--- src/rtl/text_pixel_gen.sv ---
// Text-mode pixel generator: fetches char/attr and glyph row per cell and serialises 8 pixels
// through the CGA palette, one cell behind the CRTC. Optional blink attribute: BLINK_ATTR_EN.
module text_pixel_gen #(
  parameter int unsigned COLS      = 80,
  parameter logic        SYNC_IDLE = 1'b1
) (
  input  logic        clk_i,
  input  logic        rst_n_i,
  input  logic        pix_stb_i,
  input  logic        col_stb_i,
  input  logic [6:0]  col_i,
  input  logic [8:0]  line_i,
  input  logic        cursor_i,
  input  logic        hsync_i,
  input  logic        vsync_i,
  input  logic        video_on_i,
  output logic [11:0] vram_addr_o,
  output logic        vram_rd_o,
  input  logic [15:0] vram_data_i,
  output logic [11:0] font_addr_o,
  input  logic [7:0]  font_data_i,
  output logic [11:0] rgb_o,
  output logic        hsync_o,
  output logic        vsync_o
);

  typedef enum logic [1:0] {S_IDLE, S_VRAM_WAIT, S_FONT_REQ, S_FONT_WAIT} state_t;

  localparam logic [11:0] COLS_W = 12'(COLS);

  state_t      r_state, w_state_nxt;
  logic        w_font_req, w_font_cap;
  logic [11:0] w_vram_addr;

  logic        r_pend;
  logic [3:0]  r_f_line;
  logic        r_f_cursor, r_f_hs, r_f_vs, r_f_von;
  logic [7:0]  r_f_attr;

  logic [7:0]  r_s_pat, r_s_attr;
  logic        r_s_hs, r_s_vs, r_s_von;

  logic [7:0]  r_shift, r_out_attr;
  logic        r_von_d;
  logic [7:0]  w_shift_nxt, w_attr_nxt;
  logic        w_von_nxt;
  logic [3:0]  w_fg_idx, w_bg_idx;
  logic [11:0] w_rgb_nxt;

  function automatic logic [11:0] pal(input logic [3:0] idx);
    case (idx)
      4'h0: pal = 12'h000;  4'h1: pal = 12'h00A;  4'h2: pal = 12'h0A0;  4'h3: pal = 12'h0AA;
      4'h4: pal = 12'hA00;  4'h5: pal = 12'hA0A;  4'h6: pal = 12'hA50;  4'h7: pal = 12'hAAA;
      4'h8: pal = 12'h555;  4'h9: pal = 12'h55F;  4'hA: pal = 12'h5F5;  4'hB: pal = 12'h5FF;
      4'hC: pal = 12'hF55;  4'hD: pal = 12'hF5F;  4'hE: pal = 12'hFF5;  default: pal = 12'hFFF;
    endcase
  endfunction

  // Row stride is a constant, so the multiply reduces to shift-add (80 = 64 + 16)
  assign w_vram_addr = {7'd0, line_i[8:4]} * COLS_W + {5'd0, col_i};

  always_ff @(posedge clk_i or negedge rst_n_i) begin
    if (!rst_n_i) r_state <= S_IDLE;
    else          r_state <= w_state_nxt;
  end

  always_comb begin
    w_state_nxt = r_state;
    w_font_req  = 1'b0;
    w_font_cap  = 1'b0;
    if (col_stb_i) begin
      w_state_nxt = S_VRAM_WAIT;
    end else begin
      case (r_state)
        S_VRAM_WAIT: w_state_nxt = S_FONT_REQ;
        S_FONT_REQ: begin
          w_state_nxt = S_FONT_WAIT;
          w_font_req  = 1'b1;
        end
        S_FONT_WAIT: w_state_nxt = S_IDLE;
        default: begin
          w_state_nxt = S_IDLE;
          w_font_cap  = r_pend;
        end
      endcase
    end
  end

  // Fetch side; a restart before the glyph capture leaves the staging registers untouched
  always_ff @(posedge clk_i or negedge rst_n_i) begin
    if (!rst_n_i) begin
      vram_addr_o <= '0;
      vram_rd_o   <= 1'b0;
      font_addr_o <= '0;
      r_pend      <= 1'b0;
      r_f_line    <= '0;
      r_f_cursor  <= 1'b0;
      r_f_hs      <= SYNC_IDLE;
      r_f_vs      <= SYNC_IDLE;
      r_f_von     <= 1'b0;
      r_f_attr    <= '0;
      r_s_pat     <= '0;
      r_s_attr    <= '0;
      r_s_hs      <= SYNC_IDLE;
      r_s_vs      <= SYNC_IDLE;
      r_s_von     <= 1'b0;
    end else begin
      vram_rd_o <= col_stb_i;
      if (col_stb_i) begin
        vram_addr_o <= w_vram_addr;
        r_f_line    <= line_i[3:0];
        r_f_cursor  <= cursor_i;
        r_f_hs      <= hsync_i;
        r_f_vs      <= vsync_i;
        r_f_von     <= video_on_i;
        r_pend      <= 1'b0;
      end else if (r_state == S_FONT_WAIT) begin
        r_pend <= 1'b1;
      end else if (w_font_cap) begin
        r_pend <= 1'b0;
      end
      if (w_font_req) begin
        r_f_attr    <= vram_data_i[15:8];
        font_addr_o <= {vram_data_i[7:0], r_f_line};
      end
      if (w_font_cap) begin
        r_s_pat  <= font_data_i ^ {8{r_f_cursor}};
        r_s_attr <= r_f_attr;
        r_s_hs   <= r_f_hs;
        r_s_vs   <= r_f_vs;
        r_s_von  <= r_f_von;
      end
    end
  end

`ifdef BLINK_ATTR_EN
  logic       r_vsync_q;
  logic [4:0] r_frame_cnt;

  always_ff @(posedge clk_i or negedge rst_n_i) begin
    if (!rst_n_i) begin
      r_vsync_q   <= SYNC_IDLE;
      r_frame_cnt <= '0;
    end else begin
      r_vsync_q <= vsync_i;
      if (r_vsync_q && !vsync_i) r_frame_cnt <= r_frame_cnt + 5'd1;
    end
  end
`endif

  // rgb is computed from the post-edge shift/attr so a load edge emits bit 7 of the new cell
  always_comb begin
    if (col_stb_i) begin
      w_shift_nxt = r_s_pat;
      w_attr_nxt  = r_s_attr;
      w_von_nxt   = r_s_von;
    end else begin
      w_shift_nxt = {r_shift[6:0], 1'b0};
      w_attr_nxt  = r_out_attr;
      w_von_nxt   = r_von_d;
    end
    w_fg_idx = w_attr_nxt[3:0];
`ifdef BLINK_ATTR_EN
    w_bg_idx = {1'b0, w_attr_nxt[6:4]};
    if (w_attr_nxt[7] && r_frame_cnt[4]) w_fg_idx = w_bg_idx;
`else
    w_bg_idx = w_attr_nxt[7:4];
`endif
    w_rgb_nxt = '0;
    if (w_von_nxt) w_rgb_nxt = pal(w_shift_nxt[7] ? w_fg_idx : w_bg_idx);
  end

  always_ff @(posedge clk_i or negedge rst_n_i) begin
    if (!rst_n_i) begin
      r_shift    <= '0;
      r_out_attr <= '0;
      r_von_d    <= 1'b0;
      rgb_o      <= '0;
      hsync_o    <= SYNC_IDLE;
      vsync_o    <= SYNC_IDLE;
    end else if (col_stb_i || pix_stb_i) begin
      r_shift    <= w_shift_nxt;
      r_out_attr <= w_attr_nxt;
      r_von_d    <= w_von_nxt;
      rgb_o      <= w_rgb_nxt;
      if (col_stb_i) begin
        hsync_o <= r_s_hs;
        vsync_o <= r_s_vs;
      end
    end
  end

endmodule

--- config.mk ---
export PLATFORM = sky130hd
export DESIGN_NAME = text_pixel_gen
export DESIGN_NICKNAME = d
export VERILOG_FILES = /design/src/rtl/text_pixel_gen.sv
export SDC_FILE = /design/constraint.sdc
export NUM_CORES = 1
export LEC_CHECK = 0
export BUFFER_PORTS_ARGS = -buffer_cell sky130_fd_sc_hd__buf_4
export CAP_MARGIN = 20
export CORE_MARGIN = 4
export CORE_UTILIZATION = 50
export DETAILED_ROUTE_END_ITERATION = 8
export GPL_TIMING_DRIVEN = 0
export HOLD_SLACK_MARGIN = 0.08
export PLACE_DENSITY = 0.79
export SLEW_MARGIN = 20
export SYNTH_ARGS = -nofsm -noshare
export SYNTH_HDL_FRONTEND = slang
export SYNTH_SLANG_ARGS = --single-unit
--- constraint.sdc ---
create_clock -name clk_i -period 1.6 [get_ports clk_i]
set_input_delay 0.24 -clock clk_i [delete_from_list [all_inputs] [get_ports clk_i]]
set_output_delay 0.24 -clock clk_i [all_outputs]
set_load 0.03 [all_outputs]
* Word-level counts from Yosys, hierarchy flattened
Memory sizes are Yosys's and may differ from the RTL's.
Index checks and enable logic that the tools add are counted.
** Cells by class
- Equal/unequal tests :: 3
- Div/mod/pow operators :: 0
- Mux-type cells :: 14
- $mul :: 1
- Reductions and logical operators :: 4
- Add/sub/neg operators :: 1
- Bitwise gates (word level) :: 1
- Shift operators :: 0
- $lt $le $gt $ge :: 0
** Operator list (count)
- two-way mux 8 bit :: 2
- adder 12 x 7 -> 12 bit :: 1
- two-way mux 12 bit :: 1
- multiplier 5 x 3 -> 8 bit (second input constant) :: 1
- two-way mux 1 bit :: 8
- XOR 8 bit :: 1
- == test 2 bit (second input constant) :: 2
- two-way mux 4 bit :: 1
- case mux 2 bit (2 select lines) :: 1
- nonzero test 3 bit :: 1
- OR reduction 3 bit :: 1
- == test 2 x 1 -> 1 bit (second input constant) :: 1
- two-way mux 2 bit :: 1
- AND reduction 2 bit :: 1
- logical OR 1 bit :: 1
** Storage, ports and cells
- Bits in read-only memories :: 192
- Bits in latches :: 0
- Bits in registers :: 93
- Word-level logic and storage cells :: 47
- Input port bits :: 48
- RAM bits :: 0
- Output and inout port bits :: 39
- Memories kept :: 1
** Memories
- (no name shown) :: words 16, bits a word 12, read ports 1, clocked after Yosys merged registers in 0, wr ports 0, RTL line 51 : case (idx)

* Longest topological paths before layout
Gate-level depths: netlist of the first run.
- Depth after elaboration :: 7
- Mapped depth :: 7
- Mapped depth without buffers :: 7

* Worst setup path before layout of the first run
Ideal clock, no wire load.
- Path kind :: input-to-reg
- From :: input port line_i[5]
- To :: register vram_addr_o[10]
- Buffers on the path :: 0
- Arrival time :: 1.876 ns
- Slack :: -0.408 ns
- Cell stages on the path :: 7
- Data required time :: 1.469 ns
- Library setup time :: 0.131 ns
- Path through :: ha_1 -> ha_1 -> fa_1 -> xor2_1 -> o2111a_1 -> nor4b_1 -> or3b_1
** On the way
- Word-level cells in the longest chain between the ends :: 2
** Ends and longest elaborated chain
- from (decl) :: RTL line 12 : input logic [8:0] line_i,
- multiplier 5 x 3 -> 8 bit :: RTL line 60 : assign w_vram_addr = {7'd0, line_i[8:4]} * COLS_W + {5'd0, col_i};
- adder 12 x 7 -> 12 bit :: RTL line 60
- to (signal assigned) :: RTL line 110 : vram_addr_o <= w_vram_addr;
- to (decl) :: RTL line 17 : output logic [11:0] vram_addr_o,
Every way passes these cells.
A chain may end at the register's enable or synchronous reset.

* Final worst setup path of the first run
- From :: input port line_i[7]
- To :: register vram_addr_o[10]
The elaborated chain is that of the path after synthesis.

==> impl_results.md, run 1 <==
* Least-Margin Pin Slew at 0.744 ns
* Area leader, netlist: dfrtp_1
* Final ANT Viol Nets at 0
* Final global-route overflow total at 0
* Die Footprint at ~9100 um2
* Placed cell count at 475
* R2r setup slk at 0.09 ns
* Ports at 87
* # clock sinks at 86
* Avg Inst Size Synth at 13.2 um2
* Worst Reg2Reg Path Length in Cells at 5
* Final nets at around 450
* RSZ-0062 raised after global routing: yes
* Crit Path Max Fanout at 3
* Unique masters post-synth at just over 40
* Starting Density at between 50% and 60%
* Row cnt at 31
* DRT Wirelength at approximately 7500 um
* DRC viols at 0
* Crit. End Element: flop
* Final hold violation count at 0
* Synth Instances at around 290
* Clk_lat worst skew at 0.33 ns
* Reg clk slew, reported paths at 0.08 ns
* Synth Flop Type: dfrtp_1
* Failing checks: negative setup slack
* Final Skew at between 0.009 and 0.01 ns
* Total CTS buffers at 9
* Setup TNS at -0.143 ns
* Worst path required time at 1.81 ns
* Vias per cell at between 5 and 6
* Root Driver: clkbuf_8
* Synth area leaders: dfrtp_1 (52%), mux2_2 (14%), dfstp_2 (4.1%)
* CP arrival at 1.95 ns
* Fraction of registers with async set/reset at between 90% and 100%
* Tcrit/Tclk final at 109%
* Layout cell share with drive strength beyond 1 at a little under half
* Die H at 95.5 um
* Syn_nets at between 300 and 400
* Hold depth at 2
* GPL Wtd Cong at 0.808
* Final worst slack at -0.139 ns
* Yosys warning count at 0
* Final non-filler cell total at approximately 500
* Average wire per standard cell at 15.1 um
* Largest net degree at the start of global routing at 87
* DR vias at about 2.5k
* Overall power at 7.00 mW
* Slew Viols, Final at 0
* Layout area overhead at 27.3%
* R2R Path End: font_addr_o[0]
* Hold path endpoint: r_f_attr[0]
* Number of flops mapped to enable cells by yosys at 0
* PwrDens at 1440 nW/um2
* FF-to-FF Start: r_state[0]
* Leakage at 2.35 nW
* Tmin final at 1.74 ns
* Status: finished with violations
* Drt first pass iters at 5
* Flops & latches, synth at 86
* Max H-tree Level at 3
* Initial antenna violation count at 0
* Sequential share of the synthesized area at between 50% and 60%
* Final setup fails at 2
* Maxcap violations at 0
* Port bufs at 85
* Initial DRC Count at 81
* HP Class: input port to flop
* N_diodes at 0
* Setup crit start kind: input port
* Fmax at 575 MHz
* Critical path class: input port to flop
* Gr usage total at 17.7%
* Worst hold path startpoint: vram_data_i[8]
* Die span in x at 95.5 um
* Synthesized area at 3830 um2
* Place WS at -0.505 ns
* Slew margin rel. at between 50% and 60%
* Vias in the first global route at 2721
* Worst IR Drop VDD at between 800 and 900 uV
* First-pass GRT wire length at 12500 um
* Top-area cell type share of the netlist area at 52.3%
* Clock Path Buffers at 2
* Core area at approximately 7300 um2
* HPWL Detailed at between 5000 and 6000 um
* CTS tree: built
kinds of logic after synthesis:
family          share of synthesized area (%)
buf+inv                                  4.48
flops                                    56.4
compound gates                           6.67
xor+xnor                                 2.97
mux                                      19.4
fa+ha+maj                                4.97
simple gates                             5.07
sequential cells by signal, indices dropped and copies added, names as in the netlist, 5 cells and up:
signal / flops
font_addr_o: 12
vram_addr_o: 12
r_f_attr: 8
r_out_attr: 8
r_s_attr: 8
r_s_pat: 8
r_shift: 7
rgb_o: 5
cell type report:
| cell class | count | area [um2] |
|---|---|---|
| plain buffers | 20 | 151 |
| clock buffers | 11 | 131 |
| clock inverters | 4 | 25.0 |
| fillers | 574 | 2460 |
| inverters | 12 | 45.0 |
| multi-input cells | 173 | 1570 |
| flip-flops and latches | 86 | 2160 |
| well taps | 99 | 124 |
| repair buffers | 88 | 669 |
placed cells by master (no fill, tap or decap), drive strengths merged, types with 2 or more instances in the layout:
cell         instances
mux2                55
dfrtp               80
nor2                 4
inv                 12
nand3                2
clkbuf              12
o211ai               2
clkinv               2
clkinvlp             2
xnor2               11
nand2               19
nand3b               2
dfstp                6
fa                   2
xor2                 2
nor4b                2
dlygate4sd3          2
mux2i               11
a21o                 2
nor2b                5
buf                105
o21ai               20
a22o                 4
a21oi                7
ha                  12
synthesized netlist by cell type, types with 3 or more instances:
library cell,count
inv_1,12
buf_4,9
mux2_1,3
buf_2,8
dfrtp_1,80
ha_1,12
o21ai_0,18
nor2_1,4
mux2_4,3
mux2_2,49
a21oi_1,7
a22o_1,3
mux2i_1,10
nor2b_1,5
nand2_1,19
dfstp_2,6
xnor2_1,11
metrics by stage:
stage	util, %	area [um2]	hold slack [ns]
after floorplan	-	3860	-0.0556
after global placement	63.0	4620	0.426
after detailed placement	63.0	4620	0.430
after CTS	65.5	4800	0.114
after global routing	66.5	4870	0.116
final	66.5	4870	0.134
power by group:
part | internal [mW] | total (mW) | switching, mW | leakage, nW
Combinational | 1.18 | 2.45 | 1.27 | 1.21
Sequential | 2.92 | 3.28 | 0.365 | 1.06
Clock | 0.552 | 1.27 | 0.718 | 0.0752
worst max-delay path, stage by stage:
cell,delay [ns]
buf_4,0.13
ha_4,0.24
ha_4,0.16
fa_2,0.56
o2111a_1,0.19
nor4b_1,0.06
or3b_1,0.37
worst max-delay path by stage:
stage	from	endpoint	slack [ns]	cells after the start
after detailed placement	line_i[5]	vram_addr_o[10]	-0.51	8
after CTS	line_i[7]	vram_addr_o[10]	-0.09	7
after floorplan	line_i[5]	vram_addr_o[10]	-0.29	6
after global routing	line_i[7]	vram_addr_o[10]	-0.14	8
after global placement	line_i[5]	vram_addr_o[10]	-0.47	7
final	line_i[7]	vram_addr_o[10]	-0.14	7
timing repair:
item	4_1_cts	5_1_grt
hold buffers	1	1
setup endpoints to repair	6	27
gates cloned	0	0
resized for setup	3	12
pin swaps	4	0
endpoints found under the hold margin	1	80
setup buffers	0	1
layer usage:
metal	GRT usage, %	routed length, um	part of all wire (%)	vias to the layer above
met5	0	0	0	-
met4	6.99	119	1.6	0
met3	3.55	344	4.6	9
met2	30.0	3910	52	58
met1	22.2	3090	41	1273
li1	-	-	-	1199
Note: power is estimated with default switching activity, not from simulation.
==> inputs of run 2 (changes only) <==
- ABC_AREA: default -> 1
==> run 2 against run 1 <==
Effect of this change:
- the run now ends clean
- sequential power down 3%
- setup slack improved by 0.17 ns
- clock skew decreased by 0.00059 ns
- clock power rose by 17%
- sequential cell count did not move
- via count increased by 19%
- maximum frequency is 11% higher
- largest cell class unchanged
- highest routed layer unchanged
==> impl_results.md, run 2 <==
* Status: finished, final reports clean
* Final Skew at 0.00904 ns (-0.000586 ns)
* Total CTS buffers at 9 (unchanged)
* Worst Reg2Reg Path Length in Cells at 5 (unchanged)
* Final ANT Viol Nets at 0 (unchanged)
* CTS tree: built
* Crit path launch: line_i[7]
* First-pass GRT wire length at 13200 um (+5.9%)
* M3 GR Usage at 6.57% (+3.0 points)
* Tcrit/Tclk final at 97.8% (-11 points)
* Slew margin rel. at 49.4% (-0.98 points)
* GPL Wtd Cong at 0.820 (+1.6%)
* Vias per cell at 4.87 (-5.3%)
* Yosys warning count at 0 (unchanged)
* Drt first pass iters at 4 (-1)
* Final core utilization at 68.1% (+1.6 points)
* FF-to-FF Start: r_state[0]
* Fraction of registers with async set/reset at 100% (unchanged)
* Crit Path Max Fanout at 2 (-1)
* Row cnt at 31 (unchanged)
* Sequential share of the synthesized area at 55.8% (-0.64 points)
* Commonest cells after routing, fill and taps aside: nand2_1 (116), buf_4 (95), dfrtp_1 (80), o21ai_0 (42), inv_1 (40)
* Final global-route overflow total at 0 (unchanged)
* Worst path required time at 1.88 ns (+0.07 ns)
* Synth area leaders: dfrtp_1 (52%), nand2_1 (11%), o21ai_0 (5.6%)
* Top-area cell type share of the netlist area at 51.7% (-0.59 points)
* PwrDens at 1380 nW/um2 (-3.9%)
* Synth Instances at 407 (+40%)
* HP Class: input port to flop
* Layout cell share with drive strength beyond 1 at 32.9% (-14 points)
* Avg Inst Size Synth at 9.51 um2 (-28%)
* RSZ-0062 raised after global routing: no
* Die span in x at 96.0 um (+0.52%)
* Final hold violation count at 0 (unchanged)
* Critical path class: input port to flop
* Core area at 7410 um2 (+1.1%)
* Port bufs at 86 (+1.2%)
* Reg clk slew, reported paths at 0.08 ns (about the same)
* Clock Path Buffers at 2 (unchanged)
* Critical Path Sink: vram_addr_o[9]
* Top post-synthesis cells by count: nand2_1 (117), dfrtp_1 (80), o21ai_0 (43)
* Gr usage total at 18.6% (+0.92 points)
* Number of flops mapped to enable cells by yosys at 0 (unchanged)
* Final nets at 580 (+28%)
* Max H-tree Level at 3 (unchanged)
* Leakage at 2.60 nW (+11%)
* Slew Viols, Final at 0 (unchanged)
* Setup crit start kind: input port
* Starting Density at 52.3% (about the same)
* R2R Path End: font_addr_o[5]
* Die Footprint at 9220 um2 (+1.0%)
* Average wire per standard cell at 12.9 um (-14%)
* Root Driver: clkbuf_8
* Flops & latches, synth at 86 (unchanged)
* R2r setup slk at 0.19 ns (+0.10 ns)
* DRC viols at 0 (unchanged)
* # clock sinks at 86 (unchanged)
* GR Util met1 at 22.2% (-0.023 points)
* Synthesized area at 3870 um2 (+1.1%)
* N_diodes at 0 (unchanged)
* Final setup fails at 0 (-2)
* CP arrival at 1.85 ns (-0.10 ns)
* DRT Wirelength at 8050 um (+7.9%)
* Least-Margin Pin Slew at 0.759 ns (+0.0146 ns)
* Initial DRC Count at 172 (+110%)
* Worst IR Drop VDD at 1050 uV (+20%)
* Fmax at 639 MHz (+11%)
* Top-count cell post-synth: nand2_1
* Vias in the first global route at 3065 (+13%)
* Placed inst area at 4680 um2 (+1.2%)
* Area leader, netlist: dfrtp_1
* Overall power at 6.96 mW (-0.57%)
* Die H at 96.0 um (+0.52%)
* Maxcap violations at 0 (unchanged)
* Place WS at -0.379 ns (+0.127 ns)
* Clk_lat worst skew at 0.36 ns (+0.03 ns)
* Ports at 87 (unchanged)
* DR vias at 3032 (+19%)
* Largest net degree at the start of global routing at 87 (unchanged)
* Syn_nets at 469 (+33%)
* Crit. End Element: flop
* Layout area overhead at 30.2%
* HPWL Detailed at 5720 um (+5.6%)
* Top flop regs: font_addr_o: 12 flops, vram_addr_o: 12 flops
* Tmin final at 1.56 ns (-0.174 ns)
* Busiest grt layer: met2
* Synth Flop Type: dfrtp_1
* Finished Cell Area at 5040 um2 (+3.5%)
* Met2 GRT Util at 31.3% (+1.3 points)
* Unique masters post-synth at 28 (-32%)
* Final worst slack at 0.0353 ns (+0.174 ns)
* Most common cell after layout, fill and taps aside: nand2_1
* Initial antenna violation count at 0 (unchanged)
## run 2: changes by cell type in the layout (fill, tap and decap cells not counted), moves of 4 or more
cell / delta
buf_2: +6
dlygate4sd3_1: +8
inv_1: +28
mux2_2: -36
mux2i_1: -10
nand2_1: +98
nand2_2: +8
nand3_1: +8
nor2_1: +11
nor2b_1: -5
o21ai_0: +24
o22ai_1: +4
## run 2: logic make-up (layout without fill, tap and decap cells)
family / count (synthesis) / after routing / share of synthesized area, %
fa+ha+maj: 14 / 14 / 4.91
xor+xnor: 9 / 9 / 2.04
flops: 86 / 86 / 55.8
simple gates: 160 / 160 / 17.1
compound gates: 60 / 60 / 8.17
buf+inv: 65 / 181 / 8.24
mux: 13 / 13 / 3.78
## run 2: power by group
| part | internal [mW] | total [mW] | switching, mW |
|---|---|---|---|
| Sequential | 2.85 | 3.18 | 0.328 |
| Combinational | 0.969 | 2.30 | 1.33 |
| Clock | 0.725 | 1.49 | 0.761 |
| Total | 4.54 | 6.96 | 2.42 |
## run 2: worst min path at each step
stage | start | to | slack (ns) | cells after the start
finish | line_i[1] | r_f_line[1] | 0.10 | 3
global route | vram_data_i[4] | font_addr_o[8] | 0.08 | 2
CTS | line_i[1] | r_f_line[1] | 0.08 | 3
detailed placement | col_stb_i | vram_rd_o | 0.43 | 1
global placement | col_stb_i | vram_rd_o | 0.43 | 1
floorplan | rst_n_i | font_addr_o[0] | -0.06 | 0
## run 2: metal layers
layer	share of wire [%]	routed length, um
met2	49	3950
met1	43	3440
met5	0	0
met4	1.3	102
met3	6.9	559
## run 2: through the flow
stage	cells	TNS, ns	hold WS, ns
after floorplan	407	-0.197	-0.0556
after global placement	592	-0.933	0.429
after detailed placement	592	-1.13	0.433
after CTS	617	0	0.0815
after global routing	622	0	0.0837
final	622	0	0.103
## run 2: timing repair
| action | CTS | global route |
|---|---|---|
| hold buffers | 9 | 1 |
| buffers inserted | 0 | 4 |
| setup endpoints to repair | 2 | 2 |
| endpoints found under the hold margin | 9 | 80 |
| resized for setup | 1 | 8 |
| pin swaps | 1 | 7 |
## run 2: area by class of cell
class,instances,area [um2]
plain buffers,22,155
clock buffers,11,131
clock inverters,5,61.3
fillers,598,2370
inverters,43,164
multi-input cells,256,1460
flip-flops and latches,86,2160
well taps,99,124
repair buffers,100,791
## run 2: worst max-delay path, cell delays in order
cell,delay [ns]
buf_8,0.10
ha_4,0.24
ha_4,0.16
fa_2,0.55
nand2_2,0.05
inv_2,0.06
nand3_2,0.07
buf_4,0.14
xor2_1,0.13
o21ai_1,0.10
==> inputs of run 3 (changes only) <==
- GPL_ROUTABILITY_DRIVEN: default -> 1
- RECOVER_POWER: default -> 100
==> run 3 against run 2 <==
Effect of this change:
- sequential power about the same
- critical path depth stayed put
- largest cell class unchanged
- core utilization shrank 2.1 points
- sequential cell count unchanged
- maximum frequency about the same
- clock skew is 0.00069 ns higher
- clock power is essentially flat
==> impl_results.md, run 3 (synthesis gave the netlist of run 2 again) <==
* Status: finished, final reports clean
* GPL Wtd Cong at 0.820 (unchanged)
* Top flop regs: font_addr_o: 12 flops, vram_addr_o: 12 flops
* Most common cell after layout, fill and taps aside: nand2_1
* Slew margin rel. at 49.7% (+0.27 points)
* Layout cell share with drive strength beyond 1 at 24.3% (-8.6 points)
* Crit Path Max Fanout at 2 (unchanged)
* Crit. End Element: flop
* Port bufs at 86 (unchanged)
* Leakage at 2.45 nW (-6.0%)
* Reg clk slew, reported paths at 0.09 ns (about the same)
* Average wire per standard cell at 12.9 um (-0.14%)
* Area occupied by multi-input gates at 1450 um2 (-0.60%)
* Slew Viols, Final at 0 (unchanged)
* Critical path class: input port to flop
* Die H at 96.0 um (unchanged)
* Clk_lat worst skew at 0.36 ns (about the same)
* Sw Ratio at 35.6% (+0.94 points)
* Row cnt at 31 (unchanged)
* Ports at 87 (unchanged)
* P_int at 4.34 mW (-4.6%)
* Largest net degree at the start of global routing at 87 (unchanged)
* Least-Margin Pin Slew at 0.755 ns (-0.00403 ns)
* Register area at 2160 um2 (unchanged)
* Starting Density at 52.3% (unchanged)
* Comb pwr share at 30.9% (-2.1 points)
* PwrDens at 1380 nW/um2 (-0.17%)
* HP Class: input port to flop
* DRC viols at 0 (unchanged)
* DR vias at 3011 (-0.69%)
* Core area at 7410 um2 (unchanged)
* Net Switching at 2.40 mW (-0.58%)
* Clock power share at 22.1% (+0.8 points)
* Hold Slack at 0.0960 ns (-0.00724 ns)
* CTS tree: built
* Final Skew at 0.00973 ns (+0.000692 ns)
* Die Footprint at 9220 um2 (unchanged)
* CP arrival at 1.84 ns (about the same)
* First-pass GRT wire length at 13200 um (unchanged)
* Final nets at 580 (unchanged)
* Final hold violation count at 0 (unchanged)
* Worst Reg2Reg Path Length in Cells at 5 (unchanged)
* Place WS at -0.379 ns (unchanged)
* Initial DRC Count at 154 (-10%)
* # clock sinks at 86 (unchanged)
* Gr usage total at 18.6% (unchanged)
* Drt first pass iters at 4 (unchanged)
* Max H-tree Level at 3 (unchanged)
* DRT Wirelength at 8040 um (-0.14%)
* Fill cell count at 640 (+7.0%)
* RSZ-0062 raised after global routing: no
* Final global-route overflow total at 0 (unchanged)
* Layout area overhead at 26.3%
* Vias per cell at 4.84 (-0.69%)
* Vias in the first global route at 3065 (unchanged)
* Flop pwr share at 47.0% (+1.3 points)
* Tcrit/Tclk final at 97.8% (about the same)
* Clock Path Buffers at 2 (unchanged)
* Setup crit start kind: input port
* Tmin final at 1.57 ns (+0.000373 ns)
* Commonest cells after routing, fill and taps aside: nand2_1 (116), dfrtp_1 (80), buf_4 (55), clkbuf_1 (45), o21ai_0 (43)
* Initial antenna violation count at 0 (unchanged)
* Final setup fails at 0 (unchanged)
* Die span in x at 96.0 um (unchanged)
* Worst path required time at 1.88 ns (about the same)
* N_diodes at 0 (unchanged)
* Fmax at 639 MHz (about the same)
* Maxcap violations at 0 (unchanged)
* Final ANT Viol Nets at 0 (unchanged)
* HPWL Detailed at 5720 um (unchanged)
* Final worst slack at 0.0349 ns (-0.000373 ns)
* Total CTS buffers at 9 (unchanged)
* Hold depth at 3 (unchanged)
* Worst IR Drop VDD at 956 uV (-8.7%)
* Root Driver: clkbuf_8
==> run 3: power groups by stage <==
stage	logic (mW)	clock network, mW	registers [mW]
after floorplan	1.07	0	3.56
after global placement	2.19	0	3.19
after detailed placement	2.26	0	3.20
after CTS	2.29	1.53	3.18
after global routing	2.32	1.62	3.24
final	2.08	1.49	3.17
==> run 3: metrics by stage <==
| step | power, mW | TNS (ns) | util [%] | area [um2] | cells |
|---|---|---|---|---|---|
| 2_1_floorplan | 4.64 | -0.197 | - | 3910 | 407 |
| 3_3_place_gp | 5.38 | -0.933 | 63.1 | 4680 | 592 |
| 3_5_place_dp | 5.46 | -1.13 | 63.1 | 4680 | 592 |
| 4_1_cts | 7.00 | 0 | 67.0 | 4960 | 617 |
| 5_1_grt | 7.17 | 0 | 66.0 | 4890 | 622 |
| 6_report | 6.74 | 0 | 66.0 | 4890 | 622 |
==> run 3: final timing paths <==
kind / startpoint / to / slack, ns
setup / recovery: line_i[7] / vram_addr_o[9] / 0.03
hold reg to reg: hsync_o / hsync_o / 0.46
max in group asynchronous: rst_n_i / r_shift[2] / 0.59
setup reg to reg: r_state[0] / font_addr_o[5] / 0.19
hold / removal: line_i[3] / r_f_line[3] / 0.1
min in group asynchronous: rst_n_i / font_addr_o[11] / 0.47
==> run 3: cell type report <==
cell class | instances | share of cell area, %
buffer | 22 | 2.99
clock buffer | 11 | 2.69
clock inverter | 5 | 1.25
inverter | 43 | 3.35
multi-input combinational | 256 | 29.6
sequential | 86 | 44.2
tap | 99 | 2.53
timing repair buffer | 100 | 13.4
==> run 3: critical path, cell delays in order <==
cell	delay [ns]
buf_8	0.10
ha_4	0.24
ha_4	0.16
fa_2	0.55
nand2_2	0.05
inv_2	0.06
nand3_2	0.07
buf_4	0.14
xor2_1	0.13
o21ai_1	0.10
==> run 3: what timing repair did <==
item | in CTS | in global routing
endpoints found under the hold margin | 9 | 80
hold buffers | 9 | 1
gates cloned | 0 | 0
pin swaps | 1 | 7
gates resized for setup | 1 | 8
setup buffers | 0 | 4
endpoints found under the setup margin | 2 | 2
==> run 3: routing by layer <==
| metal | share of wire [%] | vias to the layer above | wire, um | GRT usage (%) |
|---|---|---|---|---|
| met5 | 0 | - | 0 | 0 |
| met4 | 1.2 | 0 | 100 | 6.16 |
| met3 | 6.3 | 9 | 506 | 6.57 |
| met2 | 50 | 69 | 4000 | 31.3 |
| met1 | 43 | 1436 | 3430 | 22.2 |
| li1 | - | 1497 | - | - |
